`config.mk`:
```
export PLATFORM = sky130hd
export DESIGN_NAME = ram_dma_engine
export DESIGN_NICKNAME = d
export VERILOG_FILES = /design/src/rtl/ram_dma_engine.sv
export SDC_FILE = /design/constraint.sdc
export NUM_CORES = 1
export LEC_CHECK = 0
export CORE_ASPECT_RATIO = 1.25
export CORE_MARGIN = 4
export CORE_UTILIZATION = 52
export CTS_CLUSTER_DIAMETER = 100
export DETAILED_ROUTE_END_ITERATION = 12
export GPL_ROUTABILITY_DRIVEN = 0
export PLACE_DENSITY = 0.94
export REMOVE_ABC_BUFFERS = 1
export SYNTH_ARGS = -nofsm -noshare
export SYNTH_HDL_FRONTEND = slang
export SYNTH_SLANG_ARGS = --single-unit
```
`constraint.sdc`:
```
create_clock -name CLK -period 5.55 [get_ports CLK]
set_clock_uncertainty 0.1 [all_clocks]
set_input_delay 0.555 -clock CLK [delete_from_list [all_inputs] [get_ports CLK]]
set_output_delay 0.555 -clock CLK [all_outputs]
set_load 0.01 [all_outputs]
```
`src/rtl/ram_dma_engine.sv`:
```
`default_nettype none
// ============================================================================
//  Module      : ram_dma_engine
//  Description : Block-copy initiator for a dual-port scratch RAM (sync write
//                on port X, async read on ports X/Y). When idle, the CPU port
//                passes straight through to the RAM. A START request takes
//                over the RAM and copies Leff = min(LEN, 2**ADDR_SIZE) words
//                from SRC to DST at one word per clock: read on Y, write on X.
//                The copy direction is chosen so that overlapping blocks copy
//                correctly (memmove semantics).
//  Optional    : `define DMA_FILL_EN adds FILL/PAT ports. When FILL is set
//                with START, the latched PAT word is written to
//                DST..DST+Leff-1 (always ascending) instead of copying.
//  Ports       :
//    CLK, RST                 clock, synchronous active-high reset
//    START, SRC, DST, LEN     transfer request and parameters (IDLE only)
//    FILL, PAT                fill request and pattern (DMA_FILL_EN only)
//    BUSY, DONE               registered status: copying / one-cycle finish
//    CPU_ADRX/ADRY/DIN/WE     CPU side of the RAM port
//    RAM_ADRX/ADRY/DIN/WE     RAM side of the RAM port
//    RAM_DY                   RAM async read data from port Y
//  Revision    : 1.0  initial release
// ============================================================================
module ram_dma_engine #(
    parameter int ADDR_SIZE = 5,
    parameter int DATA_SIZE = 8
) (
    input  logic                 CLK,
    input  logic                 RST,
    input  logic                 START,
    input  logic [ADDR_SIZE-1:0] SRC,
    input  logic [ADDR_SIZE-1:0] DST,
    input  logic [ADDR_SIZE:0]   LEN,
`ifdef DMA_FILL_EN
    input  logic                 FILL,
    input  logic [DATA_SIZE-1:0] PAT,
`endif
    output logic                 BUSY,
    output logic                 DONE,
    input  logic [ADDR_SIZE-1:0] CPU_ADRX,
    input  logic [ADDR_SIZE-1:0] CPU_ADRY,
    input  logic [DATA_SIZE-1:0] CPU_DIN,
    input  logic                 CPU_WE,
    output logic [ADDR_SIZE-1:0] RAM_ADRX,
    output logic [ADDR_SIZE-1:0] RAM_ADRY,
    output logic [DATA_SIZE-1:0] RAM_DIN,
    output logic                 RAM_WE,
    input  logic [DATA_SIZE-1:0] RAM_DY
);

    // RAM depth as a count value, and unit steps for pointer/count arithmetic
    localparam logic [ADDR_SIZE:0]   c_DEPTH   = {1'b1, {ADDR_SIZE{1'b0}}};
    localparam logic [ADDR_SIZE-1:0] c_ONE     = {{(ADDR_SIZE-1){1'b0}}, 1'b1};
    localparam logic [ADDR_SIZE:0]   c_CNT_ONE = {{ADDR_SIZE{1'b0}}, 1'b1};

    typedef enum logic [1:0] {
        S_IDLE = 2'd0,
        S_COPY = 2'd1,
        S_FIN  = 2'd2
    } state_t;

    state_t                 r_state;
    state_t                 w_state_nxt;
    logic [ADDR_SIZE-1:0]   r_sptr;
    logic [ADDR_SIZE-1:0]   r_dptr;
    logic [ADDR_SIZE:0]     r_cnt;
    logic                   r_desc;
    logic                   r_busy;
    logic                   r_done;

    logic [ADDR_SIZE:0]     w_leff;
    logic [ADDR_SIZE-1:0]   w_diff;
    logic [ADDR_SIZE-1:0]   w_lm1;
    logic                   w_desc;
    logic [ADDR_SIZE-1:0]   w_sptr_init;
    logic [ADDR_SIZE-1:0]   w_dptr_init;
    logic                   w_accept;

    logic                   w_fill_req;
    logic                   w_fill_act;
    logic [DATA_SIZE-1:0]   w_fill_din;

    // ------------------------------------------------------------------------
    // Request decode (only meaningful in IDLE)
    // ------------------------------------------------------------------------
    assign w_accept = (r_state == S_IDLE) && START;
    assign w_leff   = (LEN > c_DEPTH) ? c_DEPTH : LEN;
    assign w_diff   = DST - SRC;
    // Leff-1 modulo depth; for Leff == depth the low bits are 0 and this
    // correctly wraps to depth-1.
    assign w_lm1    = w_leff[ADDR_SIZE-1:0] - c_ONE;

    // A destination lying just above the source inside the block would be
    // overwritten before it is read when copying upwards, so copy downwards.
    // Fills have no source and always run ascending.
    assign w_desc = !w_fill_req && (w_diff != '0) && ({1'b0, w_diff} < w_leff);

    assign w_sptr_init = w_desc ? (SRC + w_lm1) : SRC;
    assign w_dptr_init = w_desc ? (DST + w_lm1) : DST;

    // ------------------------------------------------------------------------
    // Optional fill feature
    // ------------------------------------------------------------------------
`ifdef DMA_FILL_EN
    logic                 r_fill;
    logic [DATA_SIZE-1:0] r_pat;

    always_ff @(posedge CLK) begin
        if (RST) begin
            r_fill <= 1'b0;
            r_pat  <= '0;
        end else if (w_accept) begin
            r_fill <= FILL;
            r_pat  <= PAT;
        end
    end

    assign w_fill_req = FILL;
    assign w_fill_act = r_fill;
    assign w_fill_din = r_pat;
`else
    assign w_fill_req = 1'b0;
    assign w_fill_act = 1'b0;
    assign w_fill_din = '0;
`endif

    // ------------------------------------------------------------------------
    // State register and datapath registers
    // ------------------------------------------------------------------------
    always_ff @(posedge CLK) begin
        if (RST) begin
            r_state <= S_IDLE;
            r_sptr  <= '0;
            r_dptr  <= '0;
            r_cnt   <= '0;
            r_desc  <= 1'b0;
            r_busy  <= 1'b0;
            r_done  <= 1'b0;
        end else begin
            r_state <= w_state_nxt;
            // Status flags are registered copies of the upcoming state
            r_busy  <= (w_state_nxt == S_COPY);
            r_done  <= (w_state_nxt == S_FIN);
            if (w_accept) begin
                r_sptr <= w_sptr_init;
                r_dptr <= w_dptr_init;
                r_cnt  <= w_leff;
                r_desc <= w_desc;
            end else if (r_state == S_COPY) begin
                r_sptr <= r_desc ? (r_sptr - c_ONE) : (r_sptr + c_ONE);
                r_dptr <= r_desc ? (r_dptr - c_ONE) : (r_dptr + c_ONE);
                r_cnt  <= r_cnt - c_CNT_ONE;
            end
        end
    end

    // ------------------------------------------------------------------------
    // Next state and RAM port multiplexing
    // ------------------------------------------------------------------------
    always_comb begin
        w_state_nxt = r_state;
        RAM_ADRX    = CPU_ADRX;
        RAM_ADRY    = CPU_ADRY;
        RAM_DIN     = CPU_DIN;
        RAM_WE      = CPU_WE;

        case (r_state)
            S_IDLE: begin
                if (START) begin
                    w_state_nxt = (w_leff == '0) ? S_FIN : S_COPY;
                end
            end
            S_COPY: begin
                RAM_ADRX = r_dptr;
                RAM_ADRY = w_fill_act ? CPU_ADRY : r_sptr;
                RAM_DIN  = w_fill_act ? w_fill_din : RAM_DY;
                // Suppress the write on the edge where reset lands so an
                // aborted transfer leaves no further DMA write behind.
                RAM_WE   = !RST;
                if (r_cnt == c_CNT_ONE) begin
                    w_state_nxt = S_FIN;
                end
            end
            S_FIN: begin
                w_state_nxt = S_IDLE;
            end
            default: begin
                w_state_nxt = S_IDLE;
            end
        endcase
    end

    assign BUSY = r_busy;
    assign DONE = r_done;

endmodule
`default_nettype wire

```
## Yosys cells after proc, flatten, opt, wreduce, memory -nomap -nowiden

Cells that the tools add are included.

| word-level totals | value |
|---|---|
| output and inout bits | 21 |
| register bits after elaboration | 21 |
| input port bits | 46 |
| logic and storage cells | 48 |

| cells by class | value |
|---|---|
| add/sub/neg operators | 9 |
| multiplexer cells | 19 |
| magnitude comparators | 2 |
| reduce and logical (&&, ||, !) cells | 7 |
| equality and inequality tests | 4 |

Operator list:

| operator | number |
|---|---|
| 2-to-1 mux 5 bit | 10 |
| 2-to-1 mux 6 bit | 3 |
| subtractor 5 x 1 -> 5 bit (second input constant) | 3 |
| adder 5 x 1 -> 5 bit (second input constant) | 2 |
| adder 5 bit | 2 |
| 2-to-1 mux 8 bit | 1 |
| == test 6 x 1 -> 1 bit (second input constant) | 1 |
| greater-than comparator 6 bit (second input constant) | 1 |
| logical NOT 6 bit | 1 |
| < comparator 5 x 6 -> 1 bit | 1 |
| 2-to-1 mux 2 bit | 3 |
| subtractor 6 x 1 -> 6 bit (second input constant) | 1 |
| nonzero test 5 bit | 1 |
| subtractor 5 bit | 1 |
| == test 2 x 1 -> 1 bit (second input constant) | 2 |
| case mux 2 bit (2 select lines) | 1 |
| == test 2 bit (second input constant) | 1 |
| logical AND 1 bit | 2 |
| logical NOT 2 bit | 1 |
| nonzero test 2 bit | 1 |
| logical NOT 1 bit | 1 |
| 2-to-1 mux 1 bit | 1 |

## Logic depth before layout (Yosys ltp)

Gate-level depths: netlist (run 1).

| logic depth | value |
|---|---|
| depth in word-level cells | 7 |
| gate-level depth with buffers | 15 |
| gate-level depth less buffers | 14 |

## Worst setup path after synthesis (run 1)

No wires, ideal clock.

| path | value |
|---|---|
| path type | input port to flip-flop |
| start | input DST[0] |
| end | register r_sptr[3] |
| setup time | 0.088 ns |
| required time | 5.362 ns |
| slack | 2.236 ns |
| stages on the path | 14 |
| arrival | 3.126 ns |
| path buffers | 1 |
| cell sequence | inv_1 > ha_1 > inv_1 > fa_1 > a21o_1 > a21oi_2 > xor2_2 > inv_1 > ha_1 > nand4_1 > o32a_1 > buf_6 > a211o_1 > a311oi_2 |

| on the way | value |
|---|---|
| cells in the longest elaborated chain, start to end | 5 |
| elaborated cells on any way between the ends | 6 |
| classes of those cells | 1 x add/sub; 1 x order compare; 2 x mux; 2 x reduce/logical |

Ends and longest elaborated chain:

| element | RTL line | RTL |
|---|---|---|
| start, declared | 32 | `input logic [ADDR_SIZE-1:0] DST,` |
| subtractor 5 bit (*) | 88 | `assign w_diff = DST - SRC;` |
| < comparator 5 x 6 -> 1 bit or nonzero test 5 bit (tied branches) | 96 | `assign w_desc = !w_fill_req && (w_diff != '0) && ({1'b0, w_diff} < w_leff);` |
| logical AND 1 bit (*) | 96 |  |
| 2-to-1 mux 5 bit (*) | 98 | `assign w_sptr_init = w_desc ? (SRC + w_lm1) : SRC;` |
| 2-to-1 mux 5 bit (*) | 144 | `if (w_accept) begin` |
| end signal, assigned | 145 | `r_sptr <= w_sptr_init;` |
| end signal, assigned | 150 | `r_sptr <= r_desc ? (r_sptr - c_ONE) : (r_sptr + c_ONE);` |
| end, declared | 64 | `logic [ADDR_SIZE-1:0] r_sptr;` |

Mark *: on every way between the ends. The rest lies on a longest branch, timed or not.
A chain may end at the register's enable or synchronous reset.

## Worst setup path in the final report (run 1)

| path | value |
|---|---|
| start | input SRC[1] |
| end | register r_sptr[3] |

| on the way | value |
|---|---|
| cells in the longest elaborated chain, start to end | 5 |
| elaborated cells on any way between the ends | 7 |
| classes of those cells | 2 x add/sub; 1 x order compare; 2 x mux; 2 x reduce/logical |

Ends and longest elaborated chain:

| element | RTL line | RTL |
|---|---|---|
| start, declared | 31 | `input logic [ADDR_SIZE-1:0] SRC,` |
| subtractor 5 bit | 88 |  |
| < comparator 5 x 6 -> 1 bit or nonzero test 5 bit (tied branches) | 96 |  |
| logical AND 1 bit | 96 |  |
| 2-to-1 mux 5 bit (*) | 98 |  |
| 2-to-1 mux 5 bit (*) | 144 |  |

Marked as above.

==> results of run 1 <==
-- kinds of logic after synthesis --
group / count (synthesis) / share of synthesized area
fa+ha+maj: 30 / 0.1772
compound gates: 73 / 0.2186
mux: 15 / 0.07197
flops: 21 / 0.1804
simple gates: 90 / 0.2019
buf+inv: 34 / 0.06766
xor+xnor: 21 / 0.08217
-- layout by cell type (no fill, tap or decap), types with 3 or more instances in the layout --
| cell | synthesis | final |
|---|---|---|
| ha_1 | 25 | 25 |
| xnor2_1 | 16 | 16 |
| nor2b_1 | 6 | 6 |
| or3_1 | 4 | 4 |
| a21oi_1 | 20 | 20 |
| fa_1 | 5 | 5 |
| nor3b_1 | 3 | 3 |
| nand3_1 | 9 | 9 |
| mux2_2 | 14 | 14 |
| inv_1 | 17 | 17 |
| nor3_1 | 4 | 4 |
| nor2_1 | 20 | 20 |
| o21ai_0 | 11 | 11 |
| a211oi_1 | 7 | 7 |
| nand4_1 | 6 | 6 |
| clkdlybuf4s50_1 | 0 | 66 |
| nor4_1 | 6 | 6 |
| nand2_1 | 22 | 22 |
| dfxtp_1 | 21 | 21 |
| xor2_1 | 4 | 4 |
| a21o_1 | 9 | 9 |
| clkbuf_8 | 0 | 3 |
| o21a_1 | 3 | 3 |
-- metal layers --
metal | vias to the layer above | track usage
li1 | 1135 | -
met2 | 104 | 0.3995
met4 | 0 | 0.09584
met5 | - | 0
met3 | 15 | 0.02162
met1 | 1070 | 0.2697
-- Yosys cell counts (all sizes together) (2+ instances only) --
cell type,n,area share
a211o,2,0.0075
a211oi,7,0.023
a21boi,2,0.0064
a21o,9,0.029
a21oi,21,0.047
a311oi,2,0.010
a31o,2,0.0075
buf,7,0.024
clkbuf,9,0.014
dfxtp,21,0.18
fa,5,0.043
ha,25,0.13
inv,17,0.027
mux2,14,0.068
nand2,22,0.035
nand2b,3,0.011
nand3,9,0.019
nand4,6,0.016
nor2,20,0.032
nor2b,6,0.016
nor3,4,0.0086
nor3b,4,0.015
nor4,6,0.016
nor4b,2,0.0075
o211ai,2,0.012
o21a,3,0.0097
o21ai,12,0.026
o311a,2,0.0086
or3,4,0.011
xnor2,16,0.060
xor2,5,0.022
-- registers in the layout, summed over array words and instances, names as in the netlist --
name / flops
r_state: 2
DONE: 1
BUSY: 1
r_desc: 1
r_dptr: 5
r_sptr: 5
r_cnt: 6
-- power by group through the flow --
stage | sequential (mW) | clock (mW) | combinational, mW
2_1_floorplan | 0.195 | 0 | 0.244
3_3_place_gp | 0.199 | 0 | 0.354
3_5_place_dp | 0.201 | 0 | 0.366
4_1_cts | 0.197 | 0.105 | 0.370
5_1_grt | 0.202 | 0.109 | 0.410
6_report | 0.198 | 0.105 | 0.372
-- final timing paths --
path / startpoint / cells after the start / to
worst min-delay path: r_dptr[3] / 2 / r_dptr[3]
worst max-delay path: SRC[1] / 13 / r_sptr[3]
worst max register to register: r_state[0] / 5 / r_dptr[3]
worst min register to register: r_dptr[3] / 2 / r_dptr[3]
-- cell type report --
type,instances,share of cell area
Multi-Input combinational cell,229,0.5790
Tap cell,56,0.02316
Sequential cell,21,0.1390
Clock inverter,1,0.001654
Inverter,18,0.02275
Timing Repair Buffer,67,0.2208
Clock buffer,3,0.01365
-- per-stage QoR --
step	hold slack [ns]	power [mW]	worst slack (ns)	cell area, um2	util
2_1_floorplan	0.3855	0.4384	2.138	2241	-
5_1_grt	0.4690	0.7203	1.083	3025	0.7209
3_3_place_gp	0.4095	0.5526	1.448	2979	0.7099
3_5_place_dp	0.4312	0.5667	1.189	2979	0.7099
6_report	0.4354	0.6747	1.421	3025	0.7209
4_1_cts	0.4443	0.6727	1.471	3025	0.7209
-- worst max-delay path: cells and delay by family --
kind	cells	cell delay [ns]
AOI/OAI and AO/OA	5	1.47
adders and majority gates	2	0.60
buffers and inverters	2	0.68
and+or+nand+nor	4	0.91
==> summary.txt, run 1 <==
Routing
  – WL/cell: 16.03 um
  – Final ANT Viol Nets: 0
  – Via count: 2324
  – Met3 wire length: 528 um
  – Via density: 5.884
  – Aggregate routed wire length: 6331 um
  – DR WL met2: 3183 um
  – TritonRoute pass-1 iters: 4
  – Iter 0 DRT Violations: 112
  – Metal-1 WL: 2452 um
  – DRC Markers: 0
  – Top layer in use: met4

Pwr
  – Clock share of power: 0.156
  – Gate power share: 0.551
  – Sequential share of power: 0.293
  – Sw Ratio: 0.3876
  – Cell-internal power: 0.4132 mW
  – PD cells: 223.0 nW/um2
  – Psw: 0.2615 mW
  – Lkg Pwr: 1.232 nW
  – Peak VDD IR: 0.1229 mV

Clock tree
  – Hold-fix buffers at CTS: 0
  – Total CTS buffers: 3
  – Clk root buf: clkbuf_8
  – Max clock buf depth: 2
  – H-tree lvl count: 1
  – PostCTS Resize Cnt: 0
  – CTS tree: built
  – Post-CTS setup buffers: 0
  – CTS sink count: 21
  – Clk slew on worst S/H paths: 0.09 ns
  – Clk_lat worst skew: 0.27 ns

STA
  – Worst-margin pin slew: 1.221 ns
  – Endpoints failing setup: 0
  – Maximum clock rate: 242.2 MHz
  – Final hold vios: 0
  – Setup TNS Final: 0 ns
  – Setup repair after global routing missed its margin: no
  – Rel. slew slack: 0.1844
  – Crit path time final: 4.129 ns
  – Fin crit share: 0.7439
  – Final Max Tran Viols: 0

Worst setup path
  – CP Capture Type: flop
  – CP cell instances: clkdlybuf4s50_1 -> inv_1 -> ha_1 -> nor2b_1 -> o21ai_1 -> nor3b_1 -> nor2_1 -> ha_1 -> a21o_1 -> a21oi_1 -> o32a_1 -> nand4_1 -> a311oi_2
  – Slowest-stage cell, CP: o32a_1
  – Max stage delay on crit path: 0.61 ns
  – Flop2flop setup slack: 3.19 ns
  – Crit path max fanout: 18
  – Worst Setup Start Kind: input port
  – CP most frequent cell: ha_1
  – Crit path kind: input port to flop
  – WP data required: 5.64 ns
  – Arr. time, crit path: 4.21 ns

Floorplan
  – FP Rows: 26
  – Core Region: 4197 um2
  – Die area: 5622 um2
  – Initial core utilization: 0.5552
  – # IOs: 67
  – Die Wd: 67.87 um
  – Die height: 82.84 um

GRT
  – GRT Total Usage: 0.2268
  – Total gr overflow: 0
  – Vias in the first global route: 2276
  – Initial antenna violation count: 0
  – Pin count of the biggest net entering global routing: 29
  – First-pass GRT wire length: 10190 um

Finish
  – NumNets Final: 416
  – Fin cells: 395
  – Antenna Cells: 0
  – Multi-input gate area: 1752 um2
  – # fillers: 298
  – Reg area: 420.4 um2
  – Layout cells sized above 1: 0.07965
  – Area Growth Syn to Fin: 29.86%

Logic synthesis
  – Ys async rst share: 0
  – Yosys cell types: 56
  – #FFs+latches synth: 21
  – Synthesized instance count: 284
  – Mean Syn Cell Area: 8.203 um2
  – Synthesized area: 2330 um2
  – Dominant synthesized flop cell: dfxtp_1
  – YS warnings: 0
  – Post-synth EDFFs: 0
  – Sequential fraction of the synthesis area: 0.1805

Placement
  – Inst Count DP: 391
  – Port Buf Inserts: 66
  – Hpwl dp: 4737 um

Hold path
  – Worst Hold Class: flop to flop

Run status
  – Status: complete, no violations

Run
  – Max Cap Viol: 0
No activity file was read; power rests on OpenSTA's default activity.
==> run 2, diff against run 1 <==
--- a/config.mk
+++ b/config.mk
@@ -7,11 +7,11 @@
 export LEC_CHECK = 0
 export CORE_ASPECT_RATIO = 1.25
 export CORE_MARGIN = 4
-export CORE_UTILIZATION = 52
+export CORE_UTILIZATION = 49
 export CTS_CLUSTER_DIAMETER = 100
 export DETAILED_ROUTE_END_ITERATION = 12
 export GPL_ROUTABILITY_DRIVEN = 0
-export PLACE_DENSITY = 0.94
+export PLACE_DENSITY = 0.9
 export REMOVE_ABC_BUFFERS = 1
 export SYNTH_ARGS = -nofsm -noshare
 export SYNTH_HDL_FRONTEND = slang
==> constraint.sdc (replaced) <==
create_clock -name CLK -period 4.1 [get_ports CLK]
set_clock_uncertainty 0.1 [all_clocks]
set_input_delay 0.41 -clock CLK [delete_from_list [all_inputs] [get_ports CLK]]
set_output_delay 0.41 -clock CLK [all_outputs]
set_load 0.01 [all_outputs]
==> run 2 against run 1 <==
Net effect: critical path depth stayed put; routed wire length is 2.5% higher; flip-flop and latch count unchanged; final area rose by 1.3%; sequential share of layout area decreased by 0.18 points; register-to-register slack got worse by 1.2 ns; largest power group unchanged.
==> summary.txt, run 2 (synthesized netlist as in run 1, its figures left out) <==
Clock tree
  – Post-CTS setup buffers: 0
  – CTS tree: built
  – Clk slew on worst S/H paths: 0.08 ns
  – Total CTS buffers: 3
  – Hold-fix buffers at CTS: 0
  – Clk_lat worst skew: 0.26 ns
  – H-tree lvl count: 1
  – Max clock buf depth: 2
  – CTS sink count: 21
  – Clk root buf: clkbuf_8
  – PostCTS Resize Cnt: 0

GRT
  – Initial antenna violation count: 0
  – Total gr overflow: 0
  – First-pass GRT wire length: 10810 um
  – GRT Total Usage: 0.2161
  – Pin count of the biggest net entering global routing: 26
  – Vias in the first global route: 2406

Finish
  – Most frequent cells in the layout: clkdlybuf4s50_1, ha_1, nand2_1
  – Layout cells sized above 1: 0.09302
  – Largest register FFs: 6
  – Commonest non-fill, non-tap cell in the layout: clkdlybuf4s50_1
  – Antenna Cells: 0
  – Final instance area: 3065 um2
  – Area Growth Syn to Fin: 31.58%
  – NumNets Final: 421
  – Biggest regs: r_cnt: 6 flops, r_dptr: 5 flops, r_sptr: 5 flops
  – Most flops, register: r_cnt
  – Finished Core Util: 0.6823

Worst setup path
  – WP data required: 4.15 ns
  – CP top delay family: compound AO/OA/AOI/OAI gates
  – Crit path kind: input port to flop
  – Arr. time, crit path: 3.80 ns
  – Max stage delay on crit path: 0.55 ns
  – Slowest-stage cell, CP: o32a_1
  – Buf+Inv Stages, Crit Path: 3
  – CP cell instances: clkdlybuf4s50_1 -> ha_1 -> inv_1 -> fa_1 -> a21o_1 -> a21oi_2 -> xor2_2 -> inv_1 -> ha_1 -> nand4_1 -> o32a_1 -> and2_1 -> o311a_1
  – Crit path max fanout: 14
  – CP Capture Type: flop
  – Worst Setup Start Kind: input port

STA
  – Maximum clock rate: 266.9 MHz
  – Final Max Tran Viols: 0
  – Fin crit share: 0.9139
  – Final WS setup: 0.3532 ns
  – Endpoints failing setup: 0
  – Setup TNS Final: 0 ns
  – Final hold vios: 0
  – Crit path time final: 3.747 ns
  – Setup repair after global routing missed its margin: no
  – Worst-margin pin slew: 1.012 ns
  – Rel. slew slack: 0.3251

Placement
  – Placed inst area: 3019 um2
  – Hpwl dp: 5111 um
  – Port Buf Inserts: 66
  – Place WS: 0.1150 ns

Pwr
  – PD cells: 302.6 nW/um2
  – Peak VDD IR: 0.1360 mV
  – Lkg Pwr: 1.256 nW

Floorplan
  – Die Wd: 69.68 um
  – Initial core utilization: 0.5185
  – FP Rows: 27
  – Core Region: 4493 um2
  – # IOs: 67
  – Die area: 5929 um2
  – Die height: 85.09 um

Routing
  – Via count: 2356
  – Via density: 5.861
  – WL/cell: 16.15 um
  – TritonRoute pass-1 iters: 4
  – Iter 0 DRT Violations: 181
  – Final ANT Viol Nets: 0
  – DRC Markers: 0
  – Aggregate routed wire length: 6491 um

Hold path
  – Worst Hold Class: flop to flop

Run
  – Max Cap Viol: 0

Run status
  – Status: complete, no violations
run 2: changes by cell type in the layout (fill, tap and decap cells not counted), sizes merged:
cell / previous run / this run
buf: 1 / 6
run 2: stage by stage:
step / hold WS (ns) / std cells / power [mW]
after floorplan: 0.3779 / 268 / 0.5935
after global placement: 0.4154 / 398 / 0.7633
after detailed placement: 0.4262 / 398 / 0.7832
after CTS: 0.4359 / 402 / 0.9248
after global routing: 0.4689 / 402 / 0.9890
final: 0.4359 / 402 / 0.9276
run 2: metal layers:
metal  routed length, um  share of wire  GRT usage
met1                2496           0.38     0.2453
met2                3206           0.49     0.3828
met3                 566          0.087    0.03910
met4                 222          0.034     0.1150
met5                   0              0          0
run 2: final timing paths:
path	startpoint	endpoint	slack, ns	cells after the start
max	SRC[0]	r_dptr[0]	0.35	13
min	r_cnt[4]	r_cnt[4]	0.44	2
max reg2reg	r_state[1]	r_sptr[0]	1.97	5
min reg2reg	r_cnt[4]	r_cnt[4]	0.44	2
run 2: final cells by class:
cell class	instances	area (um2)
timing repair buffer	72	705.7
inverter	18	68.82
clock inverter	1	5.005
clock buffer	3	41.29
fill	374	1428
multi-input combinational	229	1752
tap	58	72.57
sequential	21	420.4
run 2: tightest hold or removal path: cells and delay by family, from the launching register on:
kind	cells	cell delay, ns
compound gates	1	0.05
simple gates	1	0.10
flops	1	0.34
run 2: power by group:
| part | switching [mW] | total, mW | leakage, nW | internal [mW] |
|---|---|---|---|---|
| clock network | 0.0730 | 0.141 | 0.0255 | 0.0678 |
| logic | 0.255 | 0.518 | 1.06 | 0.263 |
| registers | 0.0331 | 0.269 | 0.174 | 0.236 |
| total | 0.361 | 0.928 | 1.26 | 0.567 |
